--- src/rtl/alu_arbiter.sv ---
// Two-port round-robin / fixed-priority arbiter in front of a shared 32-bit ALU.
// Each accepted op takes IDLE -> EXEC -> RESP, and the response is tagged with the requester ID.
module alu_arbiter #(
    parameter int FIX_PRIO = 0,
    parameter int CNT_W    = 16
) (
    input  logic             clk,
    input  logic             rst_n,
    input  logic             req0_valid,
    output logic             req0_ready,
    input  logic [31:0]      req0_a,
    input  logic [31:0]      req0_b,
    input  logic [2:0]       req0_f,
    input  logic             req1_valid,
    output logic             req1_ready,
    input  logic [31:0]      req1_a,
    input  logic [31:0]      req1_b,
    input  logic [2:0]       req1_f,
    output logic             rsp_valid,
    input  logic             rsp_ready,
    output logic             rsp_id,
    output logic [31:0]      rsp_result,
    output logic [3:0]       rsp_flags,
    output logic             rsp_err,
    output logic [CNT_W-1:0] cnt0,
    output logic [CNT_W-1:0] cnt1
);

    typedef enum logic [1:0] {IDLE = 2'd0, EXEC = 2'd1, RESP = 2'd2} state_t;

    state_t           state_q, state_d;
    logic             last_grant_q, last_grant_d;
    logic [31:0]      op_a_q, op_a_d, op_b_q, op_b_d;
    logic [2:0]       op_f_q, op_f_d;
    logic             op_id_q, op_id_d;
    logic             rsp_valid_q, rsp_valid_d, rsp_id_q, rsp_id_d, rsp_err_q, rsp_err_d;
    logic [31:0]      rsp_result_q, rsp_result_d;
    logic [3:0]       rsp_flags_q, rsp_flags_d;
    logic [CNT_W-1:0] cnt0_q, cnt0_d, cnt1_q, cnt1_d;

    logic             is_sub, add_ovf, f_legal;
    logic [31:0]      b_eff, alu_res;
    logic [32:0]      sum;
    logic             alu_v, alu_c;
    logic             grant_id;
    localparam logic [CNT_W-1:0] CNT_ONE = {{(CNT_W-1){1'b0}}, 1'b1};

    // SUB and SLT share the adder as a + ~b + 1; carry is then "no borrow".
    always_comb begin
        is_sub  = (op_f_q == 3'b001) || (op_f_q == 3'b101);
        b_eff   = is_sub ? ~op_b_q : op_b_q;
        sum     = {1'b0, op_a_q} + {1'b0, b_eff} + {32'd0, is_sub};
        add_ovf = (op_a_q[31] == b_eff[31]) && (sum[31] != op_a_q[31]);
        alu_res = 32'd0;
        alu_v   = 1'b0;
        alu_c   = 1'b0;
        f_legal = 1'b1;
        case (op_f_q)
            3'b000, 3'b001: begin
                alu_res = sum[31:0];
                alu_c   = sum[32];
                alu_v   = add_ovf;
            end
            3'b010:  alu_res = op_a_q & op_b_q;
            3'b011:  alu_res = op_a_q | op_b_q;
            3'b101:  alu_res = {31'd0, sum[31] ^ add_ovf};
            default: f_legal = 1'b0;
        endcase
    end

    always_comb begin
        if (req0_valid && req1_valid) begin
            grant_id = (FIX_PRIO != 0) ? 1'b0 : ~last_grant_q;
        end else begin
            grant_id = ~req0_valid;
        end
        req0_ready = rst_n && (state_q == IDLE) && req0_valid && !grant_id;
        req1_ready = rst_n && (state_q == IDLE) && req1_valid && grant_id;
    end

    always_comb begin
        state_d      = state_q;
        last_grant_d = last_grant_q;
        op_a_d       = op_a_q;
        op_b_d       = op_b_q;
        op_f_d       = op_f_q;
        op_id_d      = op_id_q;
        rsp_valid_d  = rsp_valid_q;
        rsp_id_d     = rsp_id_q;
        rsp_result_d = rsp_result_q;
        rsp_flags_d  = rsp_flags_q;
        rsp_err_d    = rsp_err_q;
        cnt0_d       = cnt0_q;
        cnt1_d       = cnt1_q;
        case (state_q)
            IDLE: begin
                if (req0_ready || req1_ready) begin
                    op_a_d       = grant_id ? req1_a : req0_a;
                    op_b_d       = grant_id ? req1_b : req0_b;
                    op_f_d       = grant_id ? req1_f : req0_f;
                    op_id_d      = grant_id;
                    last_grant_d = grant_id;
                    if (grant_id) begin
                        if (cnt1_q != {CNT_W{1'b1}}) cnt1_d = cnt1_q + CNT_ONE;
                    end else begin
                        if (cnt0_q != {CNT_W{1'b1}}) cnt0_d = cnt0_q + CNT_ONE;
                    end
                    state_d = EXEC;
                end
            end
            EXEC: begin
                rsp_valid_d  = 1'b1;
                rsp_id_d     = op_id_q;
                rsp_err_d    = !f_legal;
                rsp_result_d = f_legal ? alu_res : 32'd0;
                rsp_flags_d  = f_legal ? {alu_res[31], alu_v, alu_c, (alu_res == 32'd0)} : 4'd0;
                state_d      = RESP;
            end
            RESP: begin
                if (rsp_ready) begin
                    rsp_valid_d = 1'b0;
                    state_d     = IDLE;
                end
            end
            default: state_d = IDLE;
        endcase
    end

    always_ff @(posedge clk or negedge rst_n) begin
        if (!rst_n) begin
            state_q      <= IDLE;
            last_grant_q <= 1'b1;
            op_a_q       <= 32'd0;
            op_b_q       <= 32'd0;
            op_f_q       <= 3'd0;
            op_id_q      <= 1'b0;
            rsp_valid_q  <= 1'b0;
            rsp_id_q     <= 1'b0;
            rsp_result_q <= 32'd0;
            rsp_flags_q  <= 4'd0;
            rsp_err_q    <= 1'b0;
            cnt0_q       <= '0;
            cnt1_q       <= '0;
        end else begin
            state_q      <= state_d;
            last_grant_q <= last_grant_d;
            op_a_q       <= op_a_d;
            op_b_q       <= op_b_d;
            op_f_q       <= op_f_d;
            op_id_q      <= op_id_d;
            rsp_valid_q  <= rsp_valid_d;
            rsp_id_q     <= rsp_id_d;
            rsp_result_q <= rsp_result_d;
            rsp_flags_q  <= rsp_flags_d;
            rsp_err_q    <= rsp_err_d;
            cnt0_q       <= cnt0_d;
            cnt1_q       <= cnt1_d;
        end
    end

    assign rsp_valid  = rsp_valid_q;
    assign rsp_id     = rsp_id_q;
    assign rsp_result = rsp_result_q;
    assign rsp_flags  = rsp_flags_q;
    assign rsp_err    = rsp_err_q;
    assign cnt0       = cnt0_q;
    assign cnt1       = cnt1_q;

endmodule

--- config.mk ---
export PLATFORM = sky130hd
export DESIGN_NAME = alu_arbiter
export DESIGN_NICKNAME = d
export VERILOG_FILES = /design/src/rtl/alu_arbiter.sv
export SDC_FILE = /design/constraint.sdc
export NUM_CORES = 1
export LEC_CHECK = 0
export CORE_MARGIN = 1.5
export CORE_UTILIZATION = 56
export CTS_BUF_LIST = sky130_fd_sc_hd__clkbuf_8
export DETAILED_ROUTE_END_ITERATION = 10
export PLACE_DENSITY = 0.88
export SETUP_SLACK_MARGIN = 0.3
export SLEW_MARGIN = 30
export SYNTH_ARGS = -nofsm -noshare
export SYNTH_HDL_FRONTEND = slang
export SYNTH_SLANG_ARGS = --single-unit
export TNS_END_PERCENT = 20
--- constraint.sdc ---
create_clock -name clk -period 7.05 [get_ports clk]
set_input_delay 1.41 -clock clk [delete_from_list [all_inputs] [get_ports clk]]
set_output_delay 1.41 -clock clk [all_outputs]
set_load 0.01 [all_outputs]
==> summary.log <==
[outcome] outcome completed
[synthesis] number of cells produced by synthesis 991
[setup_path] Worst EP arrival 3780 ps
[synthesis] number of storage elements in the synthesis netlist 141
[synthesis] flip-flop cell with the highest count after synthesis sky130_fd_sc_hd__dfrtp_1
[setup_path] Worst Setup Path Type primary input to output port
[synthesis] area fraction of the dominant cell type after synthesis 0.3848
[synthesis] fraction of synthesis flops using an asynchronous set or reset pin 1.000
[global_routing] antenna violations before repair 0
[clock_network] Setup Buffers After CTS 0
[sta] Setup Viol. Count Final 0
[cells_and_area] register cell area after layout 3530 um^2
[synthesis] EDFF count, synth 0
[clock_network] CTS resizes 0
[placement] Post-Place Cell Area 11,340 um^2
[synthesis] mean cell area of the mapped netlist 9.186 um^2
[pwr] static power due to leakage 5.208 nW
[synthesis] cell type with the largest total area after synthesis sky130_fd_sc_hd__dfrtp_1
[sta] crit path time final 5189 ps
[floorplan] die width 130.5 um
[run] count of maximum capacitance violations 0
[placement] Post-DP HPWL 17.84 mm
[drt] antenna-violating nets left 0
[clock_network] clock tree from TritonCTS yes
[sta] Relative slew margins 0.3207
[floorplan] die outline area 17,030 um^2
[cells_and_area] Fillers 1,193
[cells_and_area] area of the multi-input gates 5296 um^2
[setup_path] kind of end point of the critical path output port
[global_routing] number of global-route vias before repair 7,770
[cells_and_area] Final Cell Area 11,750 um^2
[synthesis] Synth Net Count 1,171
[floorplan] Std-Cell Core Area 15,890 um^2
[placement] RePlAce Congestion 0.9555
[drt] total wire length 23.83 mm
[clock_network] CTS H-tree lvls 4
[pwr] Total Power Consumption 5.645 mW
[sta] part of the cycle the worst path needs 0.7361
[cells_and_area] growth of design area from synthesis to finish 29.08%
[drt] detail-routed via count per cell 5.795
[clock_network] number of clock buffers inserted by TritonCTS 17
[global_routing] GR Overflow Total 0
[floorplan] placement row count 46
[pwr] worst ir drop on vdd 0.2120 mV
[clock_network] CTS Root Cell sky130_fd_sc_hd__clkbuf_8
[sta] Total Neg Setup Slack 0 ps
[sta] Hold Fails Final Rpt 0
[drt] total number of vias 8,154
[global_routing] maximum number of pins on one net before global-route repair 138
[setup_path] crit path max fanout 21
[placement] number of port buffers 211
[setup_path] required time of the worst setup path 5640 ps
[sta] actual transition at the worst max-transition pin 1014 ps
[floorplan] I/O pin total 212
[drt] drt drc 0
[min_path] worst hold-check path type flip-flop to flip-flop
[synthesis] synthesized area 9104 um^2
[sta] unrepaired setup endpoints after global routing no
[sta] final setup skew 12.78 ps
[clock_network] clock slew at reported path FFs 80 ps
[cells_and_area] # nets final 1,358
[synthesis] sequential-to-total area share from yosys stat 0.3877
[clock_network] clock tree buffer depth 2
[clock_network] hold buffers post-CTS 0
[setup_path] crit start category primary input
[floorplan] starting utilization of the core area 0.5731
[pwr] total power density per cell area 480.4 nW/um^2
[synthesis] Synth area leaders sky130_fd_sc_hd__dfrtp_1, sky130_fd_sc_hd__mux2i_1, sky130_fd_sc_hd__o21ai_0
[clock_network] worst skew pair latency 470 ps
[cells_and_area] fraction of final layout cells with drive strength greater than 1 0.06129
[global_routing] global-route wire length before repair 38.23 mm
[sta] timing-limited maximum frequency 0.1927 GHz
[sta] max-slew violations 0
[clock_network] clock tree sinks 141
[cells_and_area] antenna diode count 0
[floorplan] height of the chip 130.5 um
[synthesis] yosys synthesis warning count 0
[drt] Routed wire per std cell 16.94 um
[global_routing] total global routing track utilization 0.2889
[synthesis] number of distinct library cells after synthesis 84
[drt] first-pass iteration count of the detailed router 6
[drt] initial DRC count 627
cell usage after synthesis, types with 16 or more instances:
cell                       instances
sky130_fd_sc_hd__maj3_1           22
sky130_fd_sc_hd__a21oi_1          31
sky130_fd_sc_hd__o21ai_0         127
sky130_fd_sc_hd__nor3_1           17
sky130_fd_sc_hd__inv_1            16
sky130_fd_sc_hd__dfrtp_1         140
sky130_fd_sc_hd__nand4_1          17
sky130_fd_sc_hd__nand2_1         159
sky130_fd_sc_hd__xnor2_1          65
sky130_fd_sc_hd__nor2_1           35
sky130_fd_sc_hd__ha_1             40
sky130_fd_sc_hd__clkbuf_1         34
sky130_fd_sc_hd__nand3_1          23
sky130_fd_sc_hd__mux2i_1          71
final cells by class:
class | instances | share of cell area
multi-input cells | 782 | 0.4507
repair buffers | 220 | 0.1862
inverters | 16 | 0.005111
clock buffers | 18 | 0.02108
flip-flops and latches | 141 | 0.3004
clock inverters | 14 | 0.01352
well taps | 216 | 0.02300
worst max-delay path, stage by stage:
cell and delay (ps):
sky130_fd_sc_hd__clkdlybuf4s50_1 550, sky130_fd_sc_hd__inv_1 100, sky130_fd_sc_hd__o21ai_4 740, sky130_fd_sc_hd__and3_1 410, sky130_fd_sc_hd__clkdlybuf4s50_1 580
metal layers:
metal | GRT usage | wire, um
met1 | 0.3871 | 10440
met2 | 0.4728 | 11230
met3 | 0.05537 | 1732
met4 | 0.09955 | 431
met5 | 0 | 0
worst paths after layout:
| check | slack, ps | to | startpoint | cells past startpoint |
|---|---|---|---|---|
| min in group asynchronous | 920 | cnt1[4]$_DFFE_PN0P_ | rst_n | 1 |
| setup reg to reg | 2010 | rsp_flags[0]$_DFFE_PN0P_ | op_f_q[1]$_DFFE_PN0P_ | 15 |
| hold reg to reg | 480 | rsp_id$_DFFE_PN0P_ | op_id_q$_DFFE_PN0P_ | 2 |
| max in group asynchronous | 5070 | cnt1[13]$_DFFE_PN0P_ | rst_n | 2 |
| setup / recovery | 1860 | req1_ready | req1_valid | 5 |
| hold / removal | 480 | rsp_id$_DFFE_PN0P_ | op_id_q$_DFFE_PN0P_ | 2 |
per-stage QoR:
| stage | std cells | utilization | hold WS [ps] | setup slack [ps] |
|---|---|---|---|---|
| final | 1407 | 0.7398 | 476.9 | 1861 |
| after global placement | 1375 | 0.7134 | 446.4 | 1887 |
| after floorplan | 991 | - | 439.5 | 2868 |
| after CTS | 1407 | 0.7392 | 472.2 | 1830 |
| after global routing | 1407 | 0.7398 | 507.6 | 1685 |
| after detailed placement | 1375 | 0.7136 | 452.4 | 1860 |
kinds of logic (layout without fill, tap and decap cells):
kind of cell / after synthesis / count (layout) / share of synthesized area
compound gates: 256 / 256 / 0.1776
xor+xnor: 80 / 80 / 0.07697
fa+ha+maj: 63 / 63 / 0.08136
buf+inv: 68 / 268 / 0.03436
flops: 141 / 141 / 0.3877
mux: 77 / 77 / 0.08549
simple gates: 306 / 306 / 0.1565
state kept, by name, summed over array words and instances, names as in the netlist:
register and count:
cnt0 16, cnt1 16, last_grant_q 1, op_a_q 32, op_b_q 32, op_f_q 3
op_id_q 1, rsp_err 1, rsp_flags 3, rsp_id 1, rsp_result 32, rsp_valid 1
state_q 2
cells in the final DEF, fill, tap and decap left out, types with 3 or more instances in the layout:
| cell type | Yosys | layout |
|---|---|---|
| sky130_fd_sc_hd__a211oi_1 | 6 | 6 |
| sky130_fd_sc_hd__a21boi_0 | 3 | 3 |
| sky130_fd_sc_hd__a21o_1 | 10 | 10 |
| sky130_fd_sc_hd__a21oi_1 | 31 | 31 |
| sky130_fd_sc_hd__a22oi_1 | 12 | 12 |
| sky130_fd_sc_hd__a31oi_1 | 10 | 10 |
| sky130_fd_sc_hd__a32oi_1 | 4 | 4 |
| sky130_fd_sc_hd__and2_1 | 3 | 3 |
| sky130_fd_sc_hd__and3_1 | 7 | 7 |
| sky130_fd_sc_hd__buf_4 | 1 | 7 |
| sky130_fd_sc_hd__buf_6 | 1 | 3 |
| sky130_fd_sc_hd__clkbuf_8 | 3 | 18 |
| sky130_fd_sc_hd__clkdlybuf4s50_1 | 0 | 210 |
| sky130_fd_sc_hd__clkinv_4 | 0 | 5 |
| sky130_fd_sc_hd__dfrtp_1 | 140 | 140 |
| sky130_fd_sc_hd__ha_1 | 40 | 40 |
| sky130_fd_sc_hd__inv_1 | 16 | 16 |
| sky130_fd_sc_hd__inv_6 | 0 | 4 |
| sky130_fd_sc_hd__maj3_1 | 22 | 22 |
| sky130_fd_sc_hd__mux2_2 | 6 | 6 |
| sky130_fd_sc_hd__mux2i_1 | 71 | 71 |
| sky130_fd_sc_hd__nand2_1 | 159 | 159 |
| sky130_fd_sc_hd__nand2b_1 | 7 | 5 |
| sky130_fd_sc_hd__nand3_1 | 23 | 23 |
| sky130_fd_sc_hd__nand4_1 | 17 | 17 |
| sky130_fd_sc_hd__nor2_1 | 35 | 35 |
| sky130_fd_sc_hd__nor2b_1 | 9 | 8 |
| sky130_fd_sc_hd__nor3_1 | 17 | 17 |
| sky130_fd_sc_hd__nor3b_1 | 4 | 4 |
| sky130_fd_sc_hd__nor4_1 | 4 | 4 |
| sky130_fd_sc_hd__o211ai_1 | 3 | 3 |
| sky130_fd_sc_hd__o21a_1 | 5 | 5 |
| sky130_fd_sc_hd__o21ai_0 | 127 | 126 |
| sky130_fd_sc_hd__o31ai_1 | 9 | 9 |
| sky130_fd_sc_hd__or3_1 | 5 | 5 |
| sky130_fd_sc_hd__xnor2_1 | 65 | 65 |
| sky130_fd_sc_hd__xor2_1 | 15 | 15 |
where the power goes:
part           internal (mW)  switching [mW]  total, mW  leakage (nW)
Sequential              1.08           0.300       1.38          1.80
Clock                  0.329           0.337      0.666         0.201
Combinational           1.56            2.04       3.59          3.21
Power figures use the tool's default switching activity.
